[config.mk]
export PLATFORM = sky130hd
export DESIGN_NAME = serial_lut_bank
export DESIGN_NICKNAME = d
export VERILOG_FILES = /design/src/rtl/serial_lut_bank.sv
export SDC_FILE = /design/constraint.sdc
export NUM_CORES = 1
export LEC_CHECK = 0
export CAP_MARGIN = 10
export CELL_PAD_IN_SITES_DETAIL_PLACEMENT = 0
export CELL_PAD_IN_SITES_GLOBAL_PLACEMENT = 1
export CORE_MARGIN = 2
export CORE_UTILIZATION = 58
export DETAILED_ROUTE_END_ITERATION = 6
export DONT_BUFFER_PORTS = 1
export PLACE_DENSITY = 0.84
export SLEW_MARGIN = 20
export SYNTH_ARGS = -nofsm -noshare
export SYNTH_HDL_FRONTEND = slang
export SYNTH_SLANG_ARGS = --single-unit
[constraint.sdc]
create_clock -name clk -period 6.8 [get_ports clk]
set_input_delay 1.36 -clock clk [delete_from_list [all_inputs] [get_ports clk]]
set_output_delay 1.36 -clock clk [all_outputs]
set_load 0.01 [all_outputs]
[src/rtl/serial_lut_bank.sv]
// Bank of serially loaded lookup tables with a shadow register: only a complete frame commits.
// Define LUT_PARITY_EN to append an even-parity bit to each frame.
module serial_lut_bank #(
   parameter int unsigned IN_WIDTH   = 3,
   parameter int unsigned OUT_WIDTH  = 4,
   parameter int unsigned NUM_TABLES = 2,
   localparam int unsigned TBL_W     = $clog2(NUM_TABLES)
) (
   input  logic                 clk,
   input  logic                 rst,
   input  logic                 d,
   input  logic                 cs_n,
   input  logic [TBL_W-1:0]     tbl_sel,
   input  logic [IN_WIDTH-1:0]  sel,
   output logic [OUT_WIDTH-1:0] out,
   output logic                 load_done,
   output logic                 load_err,
   output logic                 busy
);

   localparam int unsigned DEPTH      = 2 ** IN_WIDTH;
   localparam int unsigned TABLE_BITS = DEPTH * OUT_WIDTH;
`ifdef LUT_PARITY_EN
   localparam int unsigned PAR_W      = 1;
`else
   localparam int unsigned PAR_W      = 0;
`endif
   localparam int unsigned F          = TBL_W + TABLE_BITS + PAR_W;
   localparam int unsigned CNT_W      = $clog2(F + 2);
   localparam logic [TBL_W:0] NTAB    = (TBL_W + 1)'(NUM_TABLES);

   typedef enum logic [0:0] {StIdle, StShift} state_e;

   state_e                                 state_q;
   logic [F-1:0]                           shadow_q;
   logic [CNT_W-1:0]                       count_q;
   logic [DEPTH-1:0][OUT_WIDTH-1:0]        tbl_q [NUM_TABLES];
   logic [OUT_WIDTH-1:0]                   out_q, out_d;
   logic                                   load_done_q, load_err_q, busy_q;

   logic [TBL_W-1:0]                       frame_idx;
   logic [DEPTH-1:0][OUT_WIDTH-1:0]        frame_data;
   logic                                   parity_ok;
   logic                                   frame_ok;

   // Fields are only meaningful when exactly F bits were shifted in.
   assign frame_idx  = shadow_q[F-1 -: TBL_W];
   assign frame_data = shadow_q[F-1-TBL_W -: TABLE_BITS];

`ifdef LUT_PARITY_EN
   assign parity_ok = ~(^shadow_q);
`else
   assign parity_ok = 1'b1;
`endif

   assign frame_ok = (count_q == CNT_W'(F)) && ({1'b0, frame_idx} < NTAB) && parity_ok;

   always_ff @(posedge clk or posedge rst) begin
      if (rst) begin
         state_q     <= StIdle;
         shadow_q    <= '0;
         count_q     <= '0;
         load_done_q <= 1'b0;
         load_err_q  <= 1'b0;
         busy_q      <= 1'b0;
         for (int i = 0; i < NUM_TABLES; i++) begin
            tbl_q[i] <= '0;
         end
      end else begin
         load_done_q <= 1'b0;
         load_err_q  <= 1'b0;
         case (state_q)
            StIdle: begin
               if (!cs_n) begin
                  shadow_q <= {shadow_q[F-2:0], d};
                  count_q  <= CNT_W'(1);
                  state_q  <= StShift;
                  busy_q   <= 1'b1;
               end
            end
            StShift: begin
               if (!cs_n) begin
                  shadow_q <= {shadow_q[F-2:0], d};
                  // Saturate one past F so overruns stay distinguishable from exact frames.
                  if (count_q != CNT_W'(F + 1)) begin
                     count_q <= count_q + CNT_W'(1);
                  end
               end else begin
                  state_q <= StIdle;
                  busy_q  <= 1'b0;
                  if (frame_ok) begin
                     tbl_q[frame_idx] <= frame_data;
                     load_done_q      <= 1'b1;
                  end else begin
                     load_err_q <= 1'b1;
                  end
               end
            end
            default: state_q <= StIdle;
         endcase
      end
   end

   always_comb begin
      out_d = '0;
      if ({1'b0, tbl_sel} < NTAB) begin
         out_d = tbl_q[tbl_sel][sel];
      end
   end

   // Reads the pre-commit table contents on a commit edge.
   always_ff @(posedge clk or posedge rst) begin
      if (rst) begin
         out_q <= '0;
      end else begin
         out_q <= out_d;
      end
   end

   assign out       = out_q;
   assign load_done = load_done_q;
   assign load_err  = load_err_q;
   assign busy      = busy_q;

endmodule

# Word-level counts from Yosys, hierarchy flattened
# Index checks and enable logic that the tools add are counted.
# op_classes
n_reduce_logical	4
n_mux	23
magnitude_cmp	4
n_addsub	1
bitwise	3
eq_ne	6
# op_table
op	count
$mux W32	4
$bwmux W64	1
$mux W33	1
$demux W32 S1	1
$mux W6	3
$bmux W4 S3	1
$pmux W6 S2	1
$mux W1	9
$add A6 B1 Y6 const B	1
$eq A6 B6 Y1 const B	1
$ne A2 B2 Y1 const B	3
$ne A6 B6 Y1 const B	1
$reduce_and A3 Y1	2
$ge A2 B2 Y1 const B	2
$lt A3 B4 Y1 const B	1
$mux W4	1
$not A1 Y2	2
$lt A2 B1 Y1 const B	1
$ne A2 B1 Y1 const B	1
$pmux W1 S2	1
$reduce_and A2 Y1	1
$logic_and A1 B1 Y1	1
$not A1 Y1	1
# word_totals
reg_bits	111
out_inout_bits	7
elab_cells	64
input_bits	8

# Longest topological paths before layout
# logic_depth
depth_word	6
depth_mapped	6
ltp_nobuf	5

# Worst setup path before layout
# OpenSTA, ideal clock, no wires.
# synth_timing
path_kind	input-to-reg
startpoint	in sel[0]
endpoint	reg out_q[0] (netlist: out[0])
setup_time_ps	127
n_path_buf	2
arrival_time_ps	2431
cell_stages	5
setup_slack_ps	4242
required_ps	6673
cell_sequence	buf_2 > buf_4 > mux4_2 > nand3_1 > nand3_1
# synth_between
elab_chain_cells	2
# synth_rtl
element	line_no	text
start, declared	14	input logic [IN_WIDTH-1:0] sel,
$bmux W4 S3	107	out_d = tbl_q[tbl_sel][sel];
$mux W4 (not written as such)	107	
named net out_d[0]	38	logic [OUT_WIDTH-1:0] out_q, out_d;
end signal, assigned	116	out_q <= out_d;
end, declared	38	
# The timed path passes the listed nets, and every way through them passes these cells. The select of a mux whose other input is x is not followed.
# A chain may end at the register's enable or synchronous reset.

# Worst setup path in the final report
# layout_timing
startpoint	in cs_n
endpoint	reg tbl_q[47] in the netlist's numbering
# layout_between
elab_chain_cells	1
# layout_rtl
element	line_no	text
start, declared	12	input logic cs_n,
$reduce_and A3 Y1 (no line)	--	
end signal, assigned by index	92	tbl_q[frame_idx] <= frame_data;
end, declared	37	logic [DEPTH-1:0][OUT_WIDTH-1:0] tbl_q [NUM_TABLES];
# Every way passes these cells.

==> flow_metrics.py <==
metrics = {
    "power": {
        "power_per_cell_area_mw_per_mm2": 262.2,
        "design_power_total_uw": 1361,
        "clock_power_share_pct": 26.8,
        "cellLeakagePower_uw": 0.002642,
        "power.share.combinational_pct": 10.6,
        "power_report.internal_total_uw": 999.6,
        "power_switching_share_pct": 26.57,
        "net_switching_power_uw": 361.7,
        "worst_ir_drop_vdd_v": 0.0001860,
        "seq_power_share_pct": 62.6,
    },
    "synthesis": {
        "syn-cell-area_mm2": 0.004980,
        "synthCells": 305,
        "syn-num-nets": 317,
        "post_synth_fa_ha_maj_area_fraction_pct": 1.005,
        "synthDistinctLibCells": 27,
        "post_synth.cell_area_avg_um2": 16.33,
        "yosys.area_share.simple_pct": 4.497,
        "synth_top_family_by_area": "multiplexers",
        "ys_seq_elements": 111,
        "synth_mux_area_share_pct": 34.30,
        "synth_sequential_area_ratio_pct": 55.78,
        "xor_xnor_fraction_of_synth_area_pct": 0,
        "yosysWarningCount": 0,
        "synth_compound_gate_area_share_pct": 1.809,
    },
    "setup_path": {
        "critical_path_data_arrival_time_ps": 2910,
        "worst_r2r_startpoint": "count_q[1]$_DFFE_PP0P_",
        "startpoint_type": "primary input",
        "crit_path_start": "cs_n",
        "crit_path_end_kind": "flip-flop",
        "path_max_fanout": 37,
        "critical_path.reg2reg.endpoint": "tbl_q[47]$_DFFE_PP0P_",
        "cells_along_the_critical_path": "ha_1 > nand3b_4 > mux2_4",
        "critical_path_end": "tbl_q[47]$_DFFE_PP0P_",
        "cp_data_required_time_ps": 7050,
        "critical_path.max_stage_delay_ps": 620,
        "cpMaxStageDelayCell": "nand3b_4",
        "critical-path-top-delay-family": "simple AND/OR/NAND/NOR gates",
        "r2r.worst_path.cells": 5,
        "class_of_the_most_critical_setup_path": "in2reg",
        "cp_num_buf_inv": 0,
        "regToRegSetupSlack_ps": 4650,
        "critical_path_depth": 3,
    },
    "global_route": {
        "antenna_found_initial": 0,
        "grt_pass1_vias": 2603,
        "grt_pass1_wl_mm": 14.10,
        "maximum_number_of_pins_on_one_net_before_global_route_repair": 60,
        "globalRouteTotalUtil_pct": 19.03,
        "global_route.overflow_total": 0,
    },
    "cts": {
        "ctsRootBufferMaster": "clkbuf_8",
        "cts_hold_buffers": 0,
        "cts_tree": "yes",
        "clk_pin_slew_ps": 100,
        "cts_htree_levels": 3,
        "cts_repair_resize_count": 0,
        "clkSinkCount": 111,
        "cts.repair_timing.setup_buffer_count": 0,
        "clock_insertion_delay_at_the_later_pin_of_the_skew_report_ps": 360,
        "cts.path.max_buffers": 2,
        "cts_buffers": 9,
    },
    "route": {
        "antenna_left": 0,
        "route.detailed.drc": 0,
        "detailedRoute.firstPassIterationCount": 4,
        "via_per_inst": 5.942,
        "dr_total_vias": 2448,
        "drt_first_iter_violations": 88,
        "avgRoutedWirePerCell_um": 20.00,
        "drt-total-wl_mm": 8.241,
    },
    "die": {
        "die_area_mm2": 0.009343,
        "die_height_um": 96.66,
        "design.portCount": 15,
        "floorplan.core_area_mm2": 0.008258,
        "die_x_um": 96.66,
        "row_count": 33,
        "initial_utilization_pct": 60.30,
    },
    "worst_hold_path": {
        "hold_path_class": "reg2reg",
    },
    "sta": {
        "worst_pin_slew_ps": 720.9,
        "postLayoutSetupSlackWorst_ps": 4143,
        "fmax_mhz": 376.4,
        "fin_skew_ps": 8.912,
        "post-route-min-period_ps": 2657,
        "setup_total_negative_slack_ps": 0,
        "grt_setup_unrepaired": "false",
        "final_setup_violating_endpoints": 0,
        "fin_crit_sh_pct": 39.07,
        "maxSlewViolCount": 0,
        "relSlewSlack_pct": 51.94,
        "final_hold_viol_count": 0,
    },
    "cells_and_area": {
        "final_common_cell": "dfrtp_1",
        "num-nets-final": 314,
        "area_delta_synth_final_pct": 4.271,
        "layout-drive-gt1-share_pct": 43.65,
        "final_cell_mix": "dfrtp_1, mux2_4, mux2_2",
        "final_cells": 412,
        "antenna_cells": 0,
    },
    "place": {
        "pre_cts_ws_ps": 3748,
        "gp_congestion": 0.8117,
        "place.detailed.hpwl_mm": 5.311,
        "dp.cells": 396,
        "place.port_buffers": 0,
    },
    "flow_run": {
        "max_cap_viol_count": 0,
    },
    "run_status": {
        "run_status": "finished, final reports clean",
    },
}
[per-stage QoR]
stage               utilization (%)  instance area (um^2)  hold WS (ps)
floorplan                         -                  4980         473.8
global placement              60.67                  5010         485.8
detailed placement            60.67                  5010         489.1
CTS                           62.88                  5192         515.4
global route                  62.88                  5192         535.2
finish                        62.88                  5192         510.7
[metal layers]
metal / GRT usage (%) / wire length, um / vias up
met1: 27.96 / 3990 / 1309
met4: 3.250 / 44 / 0
met2: 29.49 / 3935 / 36
met3: 4.986 / 272 / 5
li1: - / - / 1098
met5: 0 / 0 / -
[worst reg2reg max path, stage by stage (launching register included)]
cell      delay (ps)
dfrtp_1          450
inv_1             80
ha_1             130
and4b_4          300
nand3b_4         540
mux2_4           530
[layout make-up]
class,instances,area [um^2]
Clock buffer,11,151.4
Clock inverter,5,31.28
Fill cell,648,3065
Inverter,5,21.27
Multi-Input combinational cell,174,2072
Sequential cell,111,2778
Tap cell,105,131.4
Timing Repair Buffer,1,7.507
[power groups by stage]
| stage | Clock (uW) | Sequential [uW] | Combinational (uW) |
|---|---|---|---|
| floorplan | 0 | 829 | 138 |
| global placement | 0 | 861 | 142 |
| detailed placement | 0 | 866 | 147 |
| CTS | 378 | 853 | 147 |
| global route | 408 | 868 | 163 |
| finish | 365 | 852 | 145 |
[cells by family (layout without fill, tap and decap cells)]
| group | Yosys count | in the layout |
|---|---|---|
| AOI/OAI and AO/OA | 15 | 15 |
| and+or+nand+nor | 39 | 39 |
| buffers and inverters | 20 | 22 |
| DFF | 111 | 111 |
| muxes | 116 | 116 |
| adders and majority gates | 4 | 4 |
[synth_stat cells, drive strengths merged]
cell,instances,area (um^2)
a21o,1,7.510
a21oi,3,15.01
a22oi,5,37.54
and3,1,6.260
and4b,1,13.76
buf,15,111.4
dfrtp,111,2778
ha,4,50.05
inv,5,18.77
mux2,97,1318
mux2i,3,30.03
mux4,16,360.4
nand2,11,41.29
nand2b,1,6.260
nand3,11,67.57
nand3b,1,20.02
nand4b,1,8.760
nor2,5,18.77
nor2b,3,18.77
nor3,3,15.01
nor3b,1,7.510
o21ai,6,30.03
[worst min path at each step]
stage	depth (start not counted)	startpoint	end
after CTS	1	tbl_q[30]$_DFFE_PP0P_	tbl_q[30]$_DFFE_PP0P_
after detailed placement	1	tbl_q[58]$_DFFE_PP0P_	tbl_q[58]$_DFFE_PP0P_
final	1	tbl_q[29]$_DFFE_PP0P_	tbl_q[29]$_DFFE_PP0P_
after global routing	1	tbl_q[55]$_DFFE_PP0P_	tbl_q[55]$_DFFE_PP0P_
after floorplan	1	tbl_q[39]$_DFFE_PP0P_	tbl_q[39]$_DFFE_PP0P_
after global placement	1	tbl_q[30]$_DFFE_PP0P_	tbl_q[30]$_DFFE_PP0P_
[state kept, by name, indices dropped and copies added (netlist names)]
register,flops
busy,1
shadow_q,33
tbl_q,64
count_q,6
load_err,1
state_q,1
load_done,1
out,4
(Power assumes the default switching activity.)
